`src/rtl/memory_io_arbiter.sv`:
```
// Round-robin arbiter sharing the memory_io port between the CPU (port 0) and DMA (port 1),
// with read-return tagging and priming reads ahead of IO writes.
module memory_io_arbiter (
    input  logic        main_clk,
    input  logic        main_reset,
    input  logic        p0_req,
    input  logic        p1_req,
    input  logic [31:0] p0_addr,
    input  logic [31:0] p1_addr,
    input  logic [15:0] p0_wdata,
    input  logic [15:0] p1_wdata,
    input  logic [1:0]  p0_ctrl,
    input  logic [1:0]  p1_ctrl,
    output logic        p0_ack,
    output logic        p1_ack,
    output logic        p0_rvalid,
    output logic        p1_rvalid,
    output logic [15:0] p0_rdata,
    output logic [15:0] p1_rdata,
    output logic [31:0] address_io,
    output logic [15:0] data_in_io,
    output logic [1:0]  control_io,
    input  logic [15:0] data_out_io
);

    function automatic logic is_io_write(input logic [31:0] addr, input logic [1:0] ctrl);
        return addr[31] & ctrl[1];
    endfunction

    logic        last_r;
    logic        h2_r;
    logic        lock_r;
    logic        lock_owner_r;
    logic [1:0]  tag0_r;
    logic [1:0]  tag1_r;
    logic [1:0]  tag2_r;

    logic        win_valid_s;
    logic        win_port_s;
    logic [31:0] win_addr_s;
    logic [15:0] win_wdata_s;
    logic [1:0]  win_ctrl_s;
    logic        blocked_s;
    logic        accept_s;

    // Winner selection: a held lock overrides round-robin until its owner is acked.
    always_comb begin
        win_valid_s = 1'b0;
        win_port_s  = 1'b0;
        if (lock_r) begin
            win_port_s  = lock_owner_r;
            win_valid_s = lock_owner_r ? p1_req : p0_req;
        end else if (p0_req && p1_req) begin
            win_valid_s = 1'b1;
            win_port_s  = ~last_r;
        end else if (p0_req) begin
            win_valid_s = 1'b1;
            win_port_s  = 1'b0;
        end else if (p1_req) begin
            win_valid_s = 1'b1;
            win_port_s  = 1'b1;
        end else begin
            win_valid_s = 1'b0;
            win_port_s  = 1'b0;
        end
    end

    // Field mux and the priming gate: an IO write needs bit31 high on the bus one cycle back.
    always_comb begin
        win_addr_s  = win_port_s ? p1_addr  : p0_addr;
        win_wdata_s = win_port_s ? p1_wdata : p0_wdata;
        win_ctrl_s  = win_port_s ? p1_ctrl  : p0_ctrl;
        blocked_s   = win_valid_s & is_io_write(win_addr_s, win_ctrl_s) & ~h2_r;
        accept_s    = win_valid_s & ~blocked_s;
        p0_ack      = accept_s & ~win_port_s;
        p1_ack      = accept_s &  win_port_s;
    end

    // Bus registers, grant pointer and priming lock.
    always_ff @(posedge main_clk) begin
        if (main_reset) begin
            address_io   <= 32'h0000_0000;
            data_in_io   <= 16'h0000;
            control_io   <= 2'b00;
            tag0_r       <= 2'b00;
            h2_r         <= 1'b0;
            lock_r       <= 1'b0;
            lock_owner_r <= 1'b0;
            last_r       <= 1'b1;
        end else begin
            h2_r <= address_io[31];
            if (accept_s) begin
                address_io <= win_addr_s;
                data_in_io <= win_wdata_s;
                control_io <= win_ctrl_s;
                tag0_r     <= {~win_ctrl_s[1], win_port_s};
                last_r     <= win_port_s;
                lock_r     <= 1'b0;
            end else if (blocked_s) begin
                // Priming cycle: present the write's address as a discarded read.
                address_io   <= win_addr_s;
                control_io   <= 2'b00;
                tag0_r       <= {1'b0, win_port_s};
                lock_r       <= 1'b1;
                lock_owner_r <= win_port_s;
            end else begin
                control_io <= 2'b00;
                tag0_r     <= 2'b00;
                lock_r     <= 1'b0;
            end
        end
    end

    // Tag stages tracking memory_io's two internal read-latency registers.
    always_ff @(posedge main_clk) begin
        if (main_reset) begin
            tag1_r <= 2'b00;
            tag2_r <= 2'b00;
        end else begin
            tag1_r <= tag0_r;
            tag2_r <= tag1_r;
        end
    end

    assign p0_rvalid = tag2_r[1] & ~tag2_r[0];
    assign p1_rvalid = tag2_r[1] &  tag2_r[0];
    assign p0_rdata  = data_out_io;
    assign p1_rdata  = data_out_io;

endmodule
```
`config.mk`:
```
export PLATFORM = sky130hd
export DESIGN_NAME = memory_io_arbiter
export DESIGN_NICKNAME = d
export VERILOG_FILES = /design/src/rtl/memory_io_arbiter.sv
export SDC_FILE = /design/constraint.sdc
export NUM_CORES = 1
export LEC_CHECK = 0
export CAP_MARGIN = 20
export CORE_UTILIZATION = 26
export CTS_BUF_LIST = sky130_fd_sc_hd__clkbuf_8
export CTS_CLUSTER_DIAMETER = 80
export CTS_CLUSTER_SIZE = 14
export DETAILED_ROUTE_END_ITERATION = 16
export PLACE_DENSITY = 0.68
export SLEW_MARGIN = 25
export SYNTH_ARGS = -nofsm -noshare
export SYNTH_HDL_FRONTEND = slang
export SYNTH_SLANG_ARGS = --single-unit
export TNS_END_PERCENT = 1
```
`constraint.sdc`:
```
create_clock -name main_clk -period 2.2 [get_ports main_clk]
set_input_delay 0.44 -clock main_clk [delete_from_list [all_inputs] [get_ports main_clk]]
set_output_delay 0.44 -clock main_clk [all_outputs]
set_load 0.02 [all_outputs]
```
==> flow_results.org, run 1 <==
** Outcome
- Status :: complete, no violations

** Power
- Summed over all nets, the switching power comes to 910 uW.
- The worst-case IR drop observed on VDD is 0.000329 V.
- Cell internal power was estimated by the tool at 2.43 mW.
- Combinational cells account for between 20% and 30% of the total power.
- Of the total power, the share spent switching nets is a little over a quarter.
- Per report_power, the clock group accounts for between 30 and 40% of the total.
- The analysis attributes to cell leakage a power of between 2 and 2.5 nW.
- Part of the power in registers :: 37.4%
- Power spread over the standard cell area amounts to 700 nW/um^2.

** Die
- Number of placement rows :: 38
- Initial cell density of the core :: 27.2%
- The die covers around 12,000 sq um.
- Die extent in x :: 109 um
- Measured along the y axis, the die boundary spans around 110 um.
- Top-level I/O count :: around 200
- Total core area :: between 10,000 and 15,000 sq um

** Placement
- At the end of routability-driven placement, the weighted congestion stood at ~0.73.
- Pre-CTS WS :: -538 ps
- In this run, placement finished with an instance count of around 570.
- The HPWL after detailed placement is approximately 5600 um.
- Input and output buffers added on the ports amount to ~160.

** Logic synthesis
- The cell area that synthesis handed to floorplanning was between 3000 and 4000 sq um.
- Summing the sequential cell areas from Yosys gives about two fifths of the chip area.
- When the netlist entered floorplanning its net count stood at 434.
- After synthesis, the netlist uses 30 different library cells.
- During synthesis, Yosys emitted a total of 0 warnings.
- Gate Count Post-Synth :: ~310
- Counting flops and latches in the post-synthesis netlist gives 60.
- Post-synthesis average cell area :: between 9 and 10 sq um

** STA
- The number of failing hold endpoints at the final stage is 0.
- For the pin with the worst max-slew slack, the measured transition is between 600 and 700 ps.
- Crit share post-route :: a little over nine tenths
- Rel. slew slack :: about 60%
- Setup repair after global routing left no endpoint under its margin.
- Setup violations remaining at the end of the flow were counted as 0.
- Highest clock frequency the design can meet :: about 470 MHz
- Final worst clock skew :: 12.9 ps
- Counting I/O delays and the setup requirement, the final critical path takes approximately 2100 ps.
- Max Transition Viols Final :: 0
- Once routing completed, OpenROAD measured the worst setup slack at 90.6 ps.

** Drt
- After detailed routing, the number of vias per cell comes to approximately 4.5.
- For this run, design rule violations remaining after detail routing come to 0.
- The routed design has around 7500 um of wire.
- Count of TritonRoute iterations in the first routing pass :: 4
- For this block, the via count after detailed routing is about 2,600.
- After detailed routing, the average wire length per cell comes to about 13 um.
- Once detail routing completed, the nets flagged for antenna violations numbered 0.
- After the first detailed-routing iteration, the DRC count stood at 104.

** GRT
- The number of antenna violations at the first check in global routing was 1.
- The first global-routing pass estimated 11,700 um of wire.
- Maximum number of pins on one net before global-route repair :: 67
- Across every metal layer, demand over resource in global routing totals around 13%.
- Total global routing overflow :: 0
- The via count of the first global-routing pass came to roughly 2,600.

** Clock network
- Number of clock buffers inserted by TritonCTS :: 9
- TritonCTS built the clock tree.
- The clock reaches the later pin of the worst-skew pair after 330 ps.
- H-tree depth :: 3
- Clock-pin slew was measured on the worst setup and hold paths at approximately 70 ps.
- No sink is reached through more buffers than the 2 on the longest clock path.
- Count of clock tree sinks :: 60
- The tree is rooted in a sky130_fd_sc_hd__clkbuf_8.
- Number of hold buffers added after cts :: 0

** Critical path
- Critical path data required time :: around 1800 ps
- The slowest stage of the critical path belongs to the cell sky130_fd_sc_hd__clkdlybuf4s50_1.
- Sequence of cells on the critical path :: clkdlybuf4s50_1, nand3_1, a31o_2, o21ai_2, nor2_1, buf_4
- Endpoint arrival time on the critical path :: roughly 1700 ps
- Worst Setup Start Kind :: input port
- In this run the worst path has a maximum fanout of 3.
- The setup path with the least slack is of type input port to output pin.
- Slowest cell delay on critical path :: approximately 490 ps
- STA classifies the critical path endpoint as an output pin.

** Finish
- Fraction of layout instances using a drive strength above 1 :: a little over an eighth
- Area delta synth->final :: 58.8%
- Leaving out fill and tap cells, the most frequent cell in the layout is sky130_fd_sc_hd__clkdlybuf4s50_1.
- Non-Filler Instances :: about 600
- At the end of the flow, the number of nets in the layout was about 560.
- In the layout the commonest cells are sky130_fd_sc_hd__clkdlybuf4s50_1, sky130_fd_sc_hd__dfxtp_1, sky130_fd_sc_hd__nor2_1, sky130_fd_sc_hd__mux2i_1, sky130_fd_sc_hd__a211oi_1.
- Fillers :: about 1,100

** Hold path
- The path class of the tightest hold or removal check is flip-flop to flip-flop.

** Flow run
- Max-cap violations :: 0
cell families (layout without fill, tap and decap cells):
logic type,after synthesis,count (layout),synth area share [%]
compound gates,42,42,10.8
simple gates,89,89,14.1
other cells,0,1,0
mux,67,67,23.0
buf+inv,56,191,12.1
flops,60,60,40.0
final timing paths:
path / startpoint / end / slack [ps] / depth (start not counted)
hold reg to reg: tag0_r[0] / tag1_r[0] / 440 / 1
setup / recovery: p1_addr[31] / p0_ack / 90 / 6
setup reg to reg: lock_r / data_in_io[0] / 290 / 7
hold / removal: tag0_r[0] / tag1_r[0] / 440 / 1
metal layers:
layer / share of wire [%] / up-vias / wire length [um] / track usage [%]
met5: 0 / - / 0 / 0
met4: 2.0 / 0 / 153 / 6.29
met3: 9.6 / 28 / 722 / 4.68
met2: 48 / 107 / 3640 / 22.7
met1: 40 / 1178 / 3000 / 13.0
li1: - / 1319 / - / -
registers in the layout (all words and copies together), names as in the netlist:
| name | count |
|---|---|
| tag1_r | 2 |
| address_io | 32 |
| data_in_io | 16 |
| tag2_r | 2 |
| lock_r | 1 |
| lock_owner_r | 1 |
| tag0_r | 2 |
| last_r | 1 |
| control_io | 2 |
| h2_r | 1 |
final cells by class:
type,count,area [sq um],area share (%)
Multi-Input combinational cell,198,1450,30.4
Sequential cell,60,1200,25.2
Antenna cell,1,2.50,0.0525
Tap cell,140,175,3.68
Clock inverter,5,83.8,1.76
Inverter,1,3.75,0.0788
Clock buffer,11,151,3.18
Timing Repair Buffer,174,1700,35.7
through the flow:
stage	setup TNS, ps	util, %	power [mW]	area (sq um)	hold WS [ps]
after global placement	-11250	41.0	2.20	4520	418
after floorplan	0	-	1.83	3000	414
after CTS	0	43.2	3.40	4760	442
final	0	43.2	3.34	4770	437
after detailed placement	-12690	41.0	2.22	4520	427
after global routing	0	43.2	3.53	4770	455
timing repair:
| item | CTS | global route |
|---|---|---|
| setup buffers | 1 | 0 |
| gates resized for setup | 13 | 1 |
| endpoints found under the setup margin | 2 | 2 |
| pin swaps | 4 | 0 |
critical path, delay by kind of cell:
family          cells  cell delay, ps
simple gates        2             170
buf+inv             2             650
compound gates      2             410
synthesized netlist by cell type:
| cell | instances | area, sq um |
|---|---|---|
| sky130_fd_sc_hd__a21boi_0 | 1 | 7.51 |
| sky130_fd_sc_hd__nor2b_2 | 1 | 8.76 |
| sky130_fd_sc_hd__and2_1 | 1 | 6.26 |
| sky130_fd_sc_hd__a22o_1 | 1 | 8.76 |
| sky130_fd_sc_hd__mux2_2 | 16 | 180 |
| sky130_fd_sc_hd__a31oi_1 | 1 | 6.26 |
| sky130_fd_sc_hd__buf_6 | 3 | 33.8 |
| sky130_fd_sc_hd__a311oi_1 | 1 | 8.76 |
| sky130_fd_sc_hd__o21ba_2 | 1 | 10.0 |
| sky130_fd_sc_hd__nor3b_1 | 1 | 7.51 |
| sky130_fd_sc_hd__nand3_1 | 1 | 5.00 |
| sky130_fd_sc_hd__nor2_1 | 52 | 195 |
| sky130_fd_sc_hd__nand2_1 | 4 | 15.0 |
| sky130_fd_sc_hd__clkbuf_1 | 9 | 33.8 |
| sky130_fd_sc_hd__and4b_1 | 1 | 10.0 |
| sky130_fd_sc_hd__mux2i_1 | 51 | 510 |
| sky130_fd_sc_hd__buf_1 | 4 | 15.0 |
| sky130_fd_sc_hd__inv_1 | 1 | 3.75 |
| sky130_fd_sc_hd__nor2b_1 | 22 | 138 |
| sky130_fd_sc_hd__o21ai_2 | 1 | 8.76 |
| sky130_fd_sc_hd__o22a_1 | 1 | 8.76 |
| sky130_fd_sc_hd__buf_2 | 6 | 30.0 |
| sky130_fd_sc_hd__a211oi_1 | 33 | 248 |
| sky130_fd_sc_hd__a22oi_1 | 1 | 7.51 |
| sky130_fd_sc_hd__nor3_1 | 2 | 10.0 |
| sky130_fd_sc_hd__nand3b_1 | 2 | 15.0 |
| sky130_fd_sc_hd__buf_4 | 33 | 248 |
| sky130_fd_sc_hd__nand2b_1 | 2 | 12.5 |
| sky130_fd_sc_hd__a31o_2 | 1 | 8.76 |
| sky130_fd_sc_hd__dfxtp_1 | 60 | 1200 |
power groups by stage:
stage,clock [mW],combinational [mW],sequential [mW]
floorplan,0,0.448,1.39
detailed placement,0,0.948,1.27
global route,1.25,1.01,1.26
finish,1.15,0.937,1.25
CTS,1.20,0.951,1.25
global placement,0,0.936,1.27
Note: power is estimated with default switching activity, not from simulation.
==> inputs of run 2 (changes only) <==
Settings changed: CELL_PAD_IN_SITES_DETAIL_PLACEMENT set to 0, CELL_PAD_IN_SITES_GLOBAL_PLACEMENT set to 2, CORE_UTILIZATION 26 to 19, CTS_CLUSTER_SIZE 14 to unset, PLACE_DENSITY 0.68 to 0.87.
==> flow_results.org, run 2 (synthesized netlist as in run 1, its figures left out) <==
** Finish
- The core utilization of the finished layout is 31.6% (was 43.2%).
- The area used by sequential logic in the layout was 1200 sq um (about the same).
- Area of the multi-input gates :: 1460 sq um (was 1450 sq um)
- The ratio of cells with drive above 1 in the final layout was 13.9% (was 13.1%).
- The number of fill cells is 1,584 (was 1,083).
- Post-layout net count :: 562 (was 564)
- The count of antenna diodes in the layout came to 0 (was 1).
- Post-route cell area :: 4840 sq um (was 4770 sq um)
- The commonest non-fill, non-tap cell in the layout is sky130_fd_sc_hd__clkdlybuf4s50_1 (unchanged).
- Most used cells in the layout excluding fill and tap cells :: sky130_fd_sc_hd__clkdlybuf4s50_1, sky130_fd_sc_hd__dfxtp_1, sky130_fd_sc_hd__mux2i_1, sky130_fd_sc_hd__nor2_1, sky130_fd_sc_hd__a211oi_1 (was sky130_fd_sc_hd__clkdlybuf4s50_1, sky130_fd_sc_hd__dfxtp_1, sky130_fd_sc_hd__nor2_1, sky130_fd_sc_hd__mux2i_1, sky130_fd_sc_hd__a211oi_1)
- Largest register FFs :: 32 (unchanged)
- Largest registers :: address_io: 32 flops, data_in_io: 16 flops (unchanged)
- The register ranked first by flip-flop count is address_io (unchanged).
- Area delta synth->final :: 61.1% (was 58.8%)

** Critical path
- The endpoint class of the critical path is an output pin (unchanged).
- The kind of critical path was input port to output pin (unchanged).
- The data required time of the critical path came to 1760 ps (about the same).
- The largest fanout of any net on the critical path was 3 (unchanged).
- Endpoint arrival time on the critical path :: 1710 ps (was 1670 ps)
- The sort of element at the start of the critical path was an input port (unchanged).

** Placement
- Routability cong. :: 0.742 (was 0.729)
- Instance area after placement :: 4580 sq um (was 4520 sq um)
- PortBufs :: 157 (unchanged)
- Half-perimeter wire length after detailed placement :: 5730 um (was 5640 um)

** Power
- The peak supply drop came to 0.000288 V (was 0.000329 V).
- Part of the power in registers :: 37.9% (was 37.4%)
- The part of the power in combinational logic came to 28.7% (was 28.1%).
- Portion of total power attributed to the clock network :: 33.5% (was 34.5%)
- The leakage dissipation is 2.04 nW (was 2.05 nW).
- The net switching share of the total power was 27.7% (was 27.3%).
- The power per cell area was 683 nW/um^2 (was 700 nW/um^2).
- The internal power came to 2.39 mW (was 2.43 mW).
- The reported net switching power was 916 uW (was 910 uW).
- Final Power :: 3.30 mW (was 3.34 mW)

** Hold path
- The worst hold path class is flip-flop to flip-flop (unchanged).

** STA
- The transition time of the tightest slew-check pin came to 649 ps (was 620 ps).
- Final setup vio count :: 0 (unchanged)
- Rel. slew slack :: 56.7% (was 58.7%)
- Highest clock frequency the design can meet :: 466 MHz (was 474 MHz)
- The minimum clock period after layout is 2150 ps (was 2110 ps).
- Crit share post-route :: 97.6% (was 95.9%)
- The setup clock skew after layout is 8.39 ps (was 12.9 ps).
- Hold Vio Cnt, Final :: 0 (unchanged)
- Max Transition Viols Final :: 0 (unchanged)

** Drt
- The overall via count from detail_route was 2,577 (was 2,632).
- Remaining routing DRC violations :: 0 (unchanged)
- The residual antenna-violating net count after detailed routing came to 0 (unchanged).
- Aggregate routed wire length :: 7960 um (was 7520 um)
- The first-pass iteration count of the detailed router came to 4 (unchanged).
- Drt via density :: 3.92 (was 4.46)
- The number of DRC markers after the initial detailed-route iteration was 47 (was 104).
- The average routed wire per standard cell is 12.1 um (was 12.7 um).

** GRT
- Wire length of the first global-routing pass :: 12,000 um (was 11,700 um)
- The maximum number of pins on one net before global-route repair is 67 (unchanged).
- Total global routing overflow :: 0 (unchanged)
- Initial antenna violation count :: 0 (was 1)
- Total track usage :: 9.76% (was 12.7%)
- The via count of the first global-routing pass was 2,530 (was 2,593).

** Die
- The core box area came to 15,300 sq um (was 11,000 sq um).
- Top-level I/O count :: 206 (unchanged)
- The initial cell density of the core is 19.6% (was 27.2%).
- The row count came to 45 (was 38).
- Die extent in x :: 128 um (was 109 um)
- Vertical die dimension :: 128 um (was 109 um)
- Area enclosed by the die boundary :: 16,300 sq um (was 12,000 sq um)

** Outcome
- Status: complete, no violations (unchanged).

** Clock network
- The number of CTS-inserted buffers came to 9 (unchanged).
- Clock transition at the registers of the reported paths :: 60 ps (was 70 ps)
- Clk buf depth :: 2 (unchanged)
- H-tree depth :: 3 (unchanged)
- The cell chosen for the clock root is sky130_fd_sc_hd__clkbuf_8 (unchanged).
- Count of clock tree sinks :: 60 (unchanged)
- TritonCTS clock tree :: built (unchanged)
- The clock insertion delay at the later pin of the skew report is 350 ps (was 330 ps).
- The post-cts hold buffer count came to 0 (unchanged).

** Flow run
- Max-cap violations :: 0 (unchanged)
run 2: through the flow:
step                instances  setup WS, ps  hold slack (ps)  TNS, ps
finish                    658          53.2              442        0
global route              658         -10.3              462    -12.7
CTS                       657          7.39              438        0
detailed placement        641          -649              423   -21780
global placement          641          -618              420   -18190
floorplan                 314          46.2              414        0
run 2: path summary, 6_finish.rpt:
kind	start	end	slack, ps	cells after the start
worst min-delay path	tag0_r[1]	tag1_r[1]	440	1
worst max-delay path	p1_req	p0_ack	50	7
worst min register to register	tag0_r[1]	tag1_r[1]	440	1
worst max register to register	last_r	address_io[14]	200	7
run 2: repair_timing:
action,4_1_cts,5_1_grt
endpoints found under the setup margin,28,2
pin swaps,2,4
gates resized for setup,12,14
buffers inserted,0,1
run 2: metal layers:
| layer | GRT usage (%) | routed length [um] | up-vias | share of wire (%) |
|---|---|---|---|---|
| met5 | 0 | 0 | - | 0 |
| met4 | 6.23 | 195 | 0 | 2.5 |
| li1 | - | - | 1316 | - |
| met2 | 16.1 | 3710 | 102 | 47 |
| met1 | 10.3 | 3280 | 1141 | 41 |
| met3 | 4.13 | 775 | 18 | 9.7 |
run 2: power groups by stage:
stage	logic, mW	clock network [mW]	registers [mW]
final	0.947	1.11	1.25
after global routing	1.02	1.20	1.26
after CTS	0.946	1.17	1.25
after detailed placement	0.946	0	1.27
after global placement	0.935	0	1.27
after floorplan	0.448	0	1.39
run 2: layout make-up:
cell class,count,area share [%]
repair buffers,172,34.8
multi-input cells,198,30.3
flip-flops and latches,60,24.9
well taps,211,5.46
clock buffers,10,2.85
clock inverters,6,1.63
inverters,1,0.0776
run 2: critical path, cell delays in order:
cell	delay [ps]
sky130_fd_sc_hd__dlygate4sd2_1	260
sky130_fd_sc_hd__nor2b_4	140
sky130_fd_sc_hd__a22oi_2	180
sky130_fd_sc_hd__mux2i_2	340
sky130_fd_sc_hd__o21ai_4	110
sky130_fd_sc_hd__nor2_2	110
sky130_fd_sc_hd__buf_6	130
==> inputs of run 3 (changes only) <==
Settings changed: PLACE_DENSITY 0.87 to 0.88.
==> flow_results.org, run 3 (synthesized netlist as in run 1, its figures left out) <==
** Drt
- Number of DRC markers in iteration 0 :: 51 (was 47)
- The overall via count from detail_route was 2,619 (was 2,577).
- Antenna Nets Post-Route :: 0 (unchanged)
- The first-pass iteration count of the detailed router is 4 (unchanged).
- The post-detailed-route DRC marker count was 0 (unchanged).
- Drt via density :: 3.94 (was 3.92)
- The final routed wirelength across all metal layers came to 8260 um (was 7960 um).
- The average routed wire per standard cell was 12.4 um (was 12.1 um).

** Critical path
- The register-to-register path setup slack came to 220 ps (was 200 ps).
- The kind of critical path is input port to output pin (unchanged).
- The endpoint class of the critical path was an output pin (unchanged).
- Critical path data required time :: 1760 ps (about the same)
- Crit Path Max Fanout :: 3 (unchanged)
- Endpoint arrival time on the critical path :: 1730 ps (was 1710 ps)
- The reg-to-reg startpoint is lock_r (was last_r).
- Crit path launch :: p1_addr[31] (was p1_req)
- The sort of element at the start of the critical path is an input port (unchanged).
- Worst reg-to-reg path cell count :: 7 (unchanged)
- Worst r2r dst :: data_in_io[5] (was address_io[14])

** STA
- Setup ws final :: 28.1 ps (was 53.2 ps)
- Crit share post-route :: 98.7% (was 97.6%)
- Highest clock frequency the design can meet :: 460 MHz (was 466 MHz)
- The max-slew violation count is 0 (unchanged).
- The setup clock skew after layout is 14.7 ps (was 8.39 ps).
- Rel. slew slack :: 56.7% (about the same)
- Period minus WS final :: 2170 ps (was 2150 ps)
- The transition time of the tightest slew-check pin came to 650 ps (was 649 ps).
- Setup repair after global routing could not meet its margin everywhere.
- Hold Vio Cnt, Final :: 0 (unchanged)
- The total of endpoints with negative setup slack in the final report came to 0 (unchanged).

** Placement
- Routability cong. :: 0.693 (was 0.742)
- The worst slack at placement is -610 ps (was -649 ps).
- PortBufs :: 157 (unchanged)
- Half-perimeter wire length after detailed placement :: 5950 um (was 5730 um)
- The total placed instance area is 4630 sq um (was 4580 sq um).
- The placed instance count is 646 (was 641).

** Die
- The initial cell density of the core came to 19.6% (unchanged).
- The total I/O pin count was 206 (unchanged).
- The die height is 128 um (unchanged).
- Area enclosed by the die boundary :: 16,300 sq um (unchanged)
- The row count was 45 (unchanged).
- The core box area was 15,300 sq um (unchanged).
- The width of the die came to 128 um (unchanged).

** GRT
- The via count of the first global-routing pass is 2,671 (was 2,530).
- Total track usage :: 10.6% (was 9.76%)
- The final global-route overflow total was 0 (unchanged).
- Maximum number of pins on one net before global-route repair :: 67 (unchanged)
- Wire length of the first global-routing pass :: 13,100 um (was 12,000 um)
- Initial antenna violation count :: 0 (unchanged)

** Finish
- The register ranked first by flip-flop count was address_io (unchanged).
- Antenna fix cells :: 0 (unchanged)
- Most common library cell in the layout ignoring fill and taps :: sky130_fd_sc_hd__clkdlybuf4s50_1 (unchanged)
- Largest register FFs :: 32 (unchanged)
- Largest registers :: address_io: 32 flops, data_in_io: 16 flops (unchanged)
- Utilization of the core after routing :: 32.2% (was 31.6%)
- Most used cells in the layout excluding fill and tap cells :: sky130_fd_sc_hd__clkdlybuf4s50_1, sky130_fd_sc_hd__dfxtp_1, sky130_fd_sc_hd__nor2_1, sky130_fd_sc_hd__mux2i_1, sky130_fd_sc_hd__a211oi_1 (was sky130_fd_sc_hd__clkdlybuf4s50_1, sky130_fd_sc_hd__dfxtp_1, sky130_fd_sc_hd__mux2i_1, sky130_fd_sc_hd__nor2_1, sky130_fd_sc_hd__a211oi_1)
- Post-layout net count :: 568 (was 562)
- The synthesis-to-finish area growth came to 64.3% (was 61.1%).
- The post-layout instance count excluding filler cells is 664 (was 658).
- Post-route cell area :: 4930 sq um (was 4840 sq um)
- The ratio of cells with drive above 1 in the final layout was 15.0% (was 13.9%).

** Clock network
- Number of hold buffers added after cts :: 0 (unchanged)
- The cell chosen for the clock root is sky130_fd_sc_hd__clkbuf_8 (unchanged).
- The clock insertion delay at the later pin of the skew report was 350 ps (about the same).
- The clock tree from TritonCTS is built (unchanged).
- The number of buffers on the longest clock path came to 2 (unchanged).
- The CTS sink count came to 60 (unchanged).
- Clock transition at the registers of the reported paths :: 70 ps (was 60 ps)
- The number of CTS-inserted buffers is 9 (unchanged).
- H-tree depth :: 3 (unchanged)

** Hold path
- The worst hold path stage count is 1 (unchanged).
- The sink of the worst hold path was tag2_r[1] (was tag1_r[1]).
- Origin of the worst min-delay path :: tag1_r[1] (was tag0_r[1])
- The worst hold path class is flip-flop to flip-flop (unchanged).

** Power
- Pwr per Cell Area :: 711 nW/um^2 (was 683 nW/um^2)
- The total power after layout is 3.51 mW (was 3.30 mW).
- The leakage dissipation came to 2.08 nW (was 2.04 nW).
- VDD IR-drop max :: 0.000415 V (was 0.000288 V)

** Flow run
- The number of max-capacitance violations reported was 0 (unchanged).

** Outcome
- Status :: complete, no violations (unchanged)
-- run 3: power breakdown --
part           switching (mW)  leakage, nW  internal (mW)  total (mW)
Sequential             0.0551        0.499           1.20        1.25
Combinational           0.422         1.45          0.546       0.967
Clock                   0.469        0.130          0.818        1.29
-- run 3: what timing repair did --
action	4_1_cts	5_1_grt
setup endpoints to repair	2	2
setup buffers	1	1
endpoints found under the hold margin	0	0
resized for setup	15	7
pin swaps	3	2
cloned	0	0
-- run 3: worst max-delay path by stage --
stage,cells after the start,end
after floorplan,7,p0_ack
after CTS,6,p0_ack
after global routing,6,p1_ack
final,6,p1_ack
after global placement,7,p0_ack
after detailed placement,7,p0_ack
-- run 3: cell type report --
cell class,count,area [sq um]
fill,1552,10400
multi-input combinational,198,1460
clock inverter,5,108
clock buffer,11,151
sequential,60,1210
tap,211,264
inverter,1,3.75
timing repair buffer,178,1730
-- run 3: routing by layer --
metal	global-route usage, %	vias to the layer above	share of wire (%)
met5	0	-	0
met4	3.60	0	1.5
met3	5.30	17	9.8
met2	18.3	109	48
met1	11.1	1168	41
li1	-	1325	-
-- run 3: metrics by stage --
step	TNS (ps)	hold slack, ps
finish	0	436
global placement	-13350	420
CTS	0	438
detailed placement	-15320	420
global route	-39.5	456
floorplan	0	414
-- run 3: worst max-delay path, stage by stage --
cell and delay [ps]:
sky130_fd_sc_hd__clkdlybuf4s50_1 500, sky130_fd_sc_hd__nand3_1 120, sky130_fd_sc_hd__a31o_2 280, sky130_fd_sc_hd__o21ai_4 170, sky130_fd_sc_hd__nor2_1 60, sky130_fd_sc_hd__buf_4 160
==> patch, RTL diff (settings of run 3) <==
Make the reset (`main_reset`) asynchronous in 2 clocked blocks.
--- a/src/rtl/memory_io_arbiter.sv
+++ b/src/rtl/memory_io_arbiter.sv
@@ -77,7 +77,7 @@
     end
 
     // Bus registers, grant pointer and priming lock.
-    always_ff @(posedge main_clk) begin
+    always_ff @(posedge main_clk or posedge main_reset) begin
         if (main_reset) begin
             address_io   <= 32'h0000_0000;
             data_in_io   <= 16'h0000;
@@ -112,7 +112,7 @@
     end
 
     // Tag stages tracking memory_io's two internal read-latency registers.
-    always_ff @(posedge main_clk) begin
+    always_ff @(posedge main_clk or posedge main_reset) begin
         if (main_reset) begin
             tag1_r <= 2'b00;
             tag2_r <= 2'b00;
Check against the original RTL: differs if main_reset is asserted again (counterexample within 4 cycles, from zero or initial values and one cycle with main_reset high); with main_reset held inactive, the same outputs for 10 cycles.
==> patch against run 3 <==
  * The flow now finishes with violations (setup timing)
  * Synthesized area grew 1.0%
  * Sequential cell count did not move
  * Design area is 0.33% lower
  * Count of clock-buffer cells in the layout is 2 lower
  * Clock power fell by 14%
  * Worst setup slack lost 0.15 ns
  * Total power grew 27%
  * Final cell count is 7.4% lower
  * Wire length down 4.7%
  * Core utilization shrank 0.22 points
  * Largest cell class unchanged
  * First-iteration DRC count rose by 25%
==> patch: results (changes against run 3) <==
Global routing
  • GRT Util Overall: 10.2% (was 10.6%)
  • First-pass GRT wire length: 12.8 mm (was 13.1 mm)
  • Largest net degree at the start of global routing: 51 (was 67)
  • Vias in the first global route: 2629 (was 2671)

Pwr
  • Worst ir drop on vdd: 0.296 mV (was 0.415 mV)
  • P_leak: 2.12 nW (was 2.08 nW)

Drt
  • Vias: 2354 (was 2619)
  • WL/cell: 12.8 um (was 12.4 um)

Synthesis
  • Post-synthesis compound-gate area fraction: 6.56% (was 10.8%)
  • Cells after Synth: 261 (was 314)
  • Synth unique cells: 20 (was 30)
  • Mux cell area share after synthesis: 26.4% (was 23.0%)
  • Synthesized net count: 381 (was 434)
  • Area leader, netlist: dfrtp_1 (was dfxtp_1)

Outcome
  • Violated checks: setup timing
  • Outcome: finished, violations left (was finished clean)

Place
  • DP Cell Count: 598 (was 646)
  • DP Area: 4680 um^2 (was 4630 um^2)
  • Gp weighted congestion: 0.685 (was 0.693)

Final layout
  • Fillers: 1550 (was 1552)
  • # nets final: 519 (was 568)

STA
  • PnR worst setup slack: -0.118 ns (was 0.0281 ns)
  • Final setup violation count: 2 (was 0)
  • Rel. slew slack: 68.0% (was 56.7%)

Hold path
  • Hold Path Depth: 0 (was 1)

CTS
  • Resize count post-CTS: 16 (was 15)

Worst setup path
  • CP Data Arrival Time: 1.88 ns (was 1.73 ns)
  • Worst-path fanout max: 4 (was 3)
  • Worst R2R Start: last_r (was lock_r)
-- patch: cell types whose count changed after synthesis, sizes merged, moves of 3 or more --
cell	run 3	this run
dfxtp	60	0
dfrtp	0	59
a211oi	33	0
a21oi	0	33
nor2	52	34
nor2b	23	5
mux2	16	32
mux2i	51	38
buf	46	41
clkbuf	9	6
-- patch: per-stage QoR --
step                hold slack (ns)  setup TNS (ns)  util [%]
floorplan                     0.331               0         -
global placement              0.333           -7.15      30.4
finish                        0.336          -0.147      32.0
detailed placement            0.335           -8.69      30.4
global route                  0.361          -0.391      32.0
CTS                           0.339          -0.258      31.9
-- patch: power by group --
group / internal [mW] / switching [mW]
combinational: 1.01 / 0.818
sequential: 1.38 / 0.143
clock: 0.633 / 0.478
-- patch: worst max-delay path by stage --
stage	from	endpoint	cells after the start
final	last_r	p1_ack	6
after global routing	last_r	p1_ack	6
after CTS	last_r	p1_ack	6
after detailed placement	p1_req	p1_ack	7
after global placement	p1_req	p1_ack	7
after floorplan	p1_req	p1_ack	7
-- patch: cell families after synthesis --
kind of cell    count (synthesis)
flops                          60
simple gates                   45
buf+inv                        49
mux                            70
compound gates                 37
-- patch: routing by layer --
layer	up-vias	wire, um	track usage (%)
met1	1097	3170	11.0
met5	-	0	0
met2	101	3770	16.7
met3	22	722	3.91
li1	1134	-	-
met4	0	217	6.30
-- patch: cell type report --
| class | instances | area share [%] |
|---|---|---|
| inverter | 2 | 0.153 |
| clock buffer | 9 | 2.52 |
| timing repair buffer | 174 | 34.6 |
| clock inverter | 7 | 1.88 |
| multi-input combinational | 152 | 24.9 |
| sequential | 60 | 30.6 |
| tap | 211 | 5.37 |
-- patch: worst max-delay path, delay by kind of cell, from the launching register on --
kind	cells	cell delay [ns]
compound gates	2	0.24
mux	2	0.44
simple gates	1	0.15
buf+inv	1	0.12
flops	1	0.55
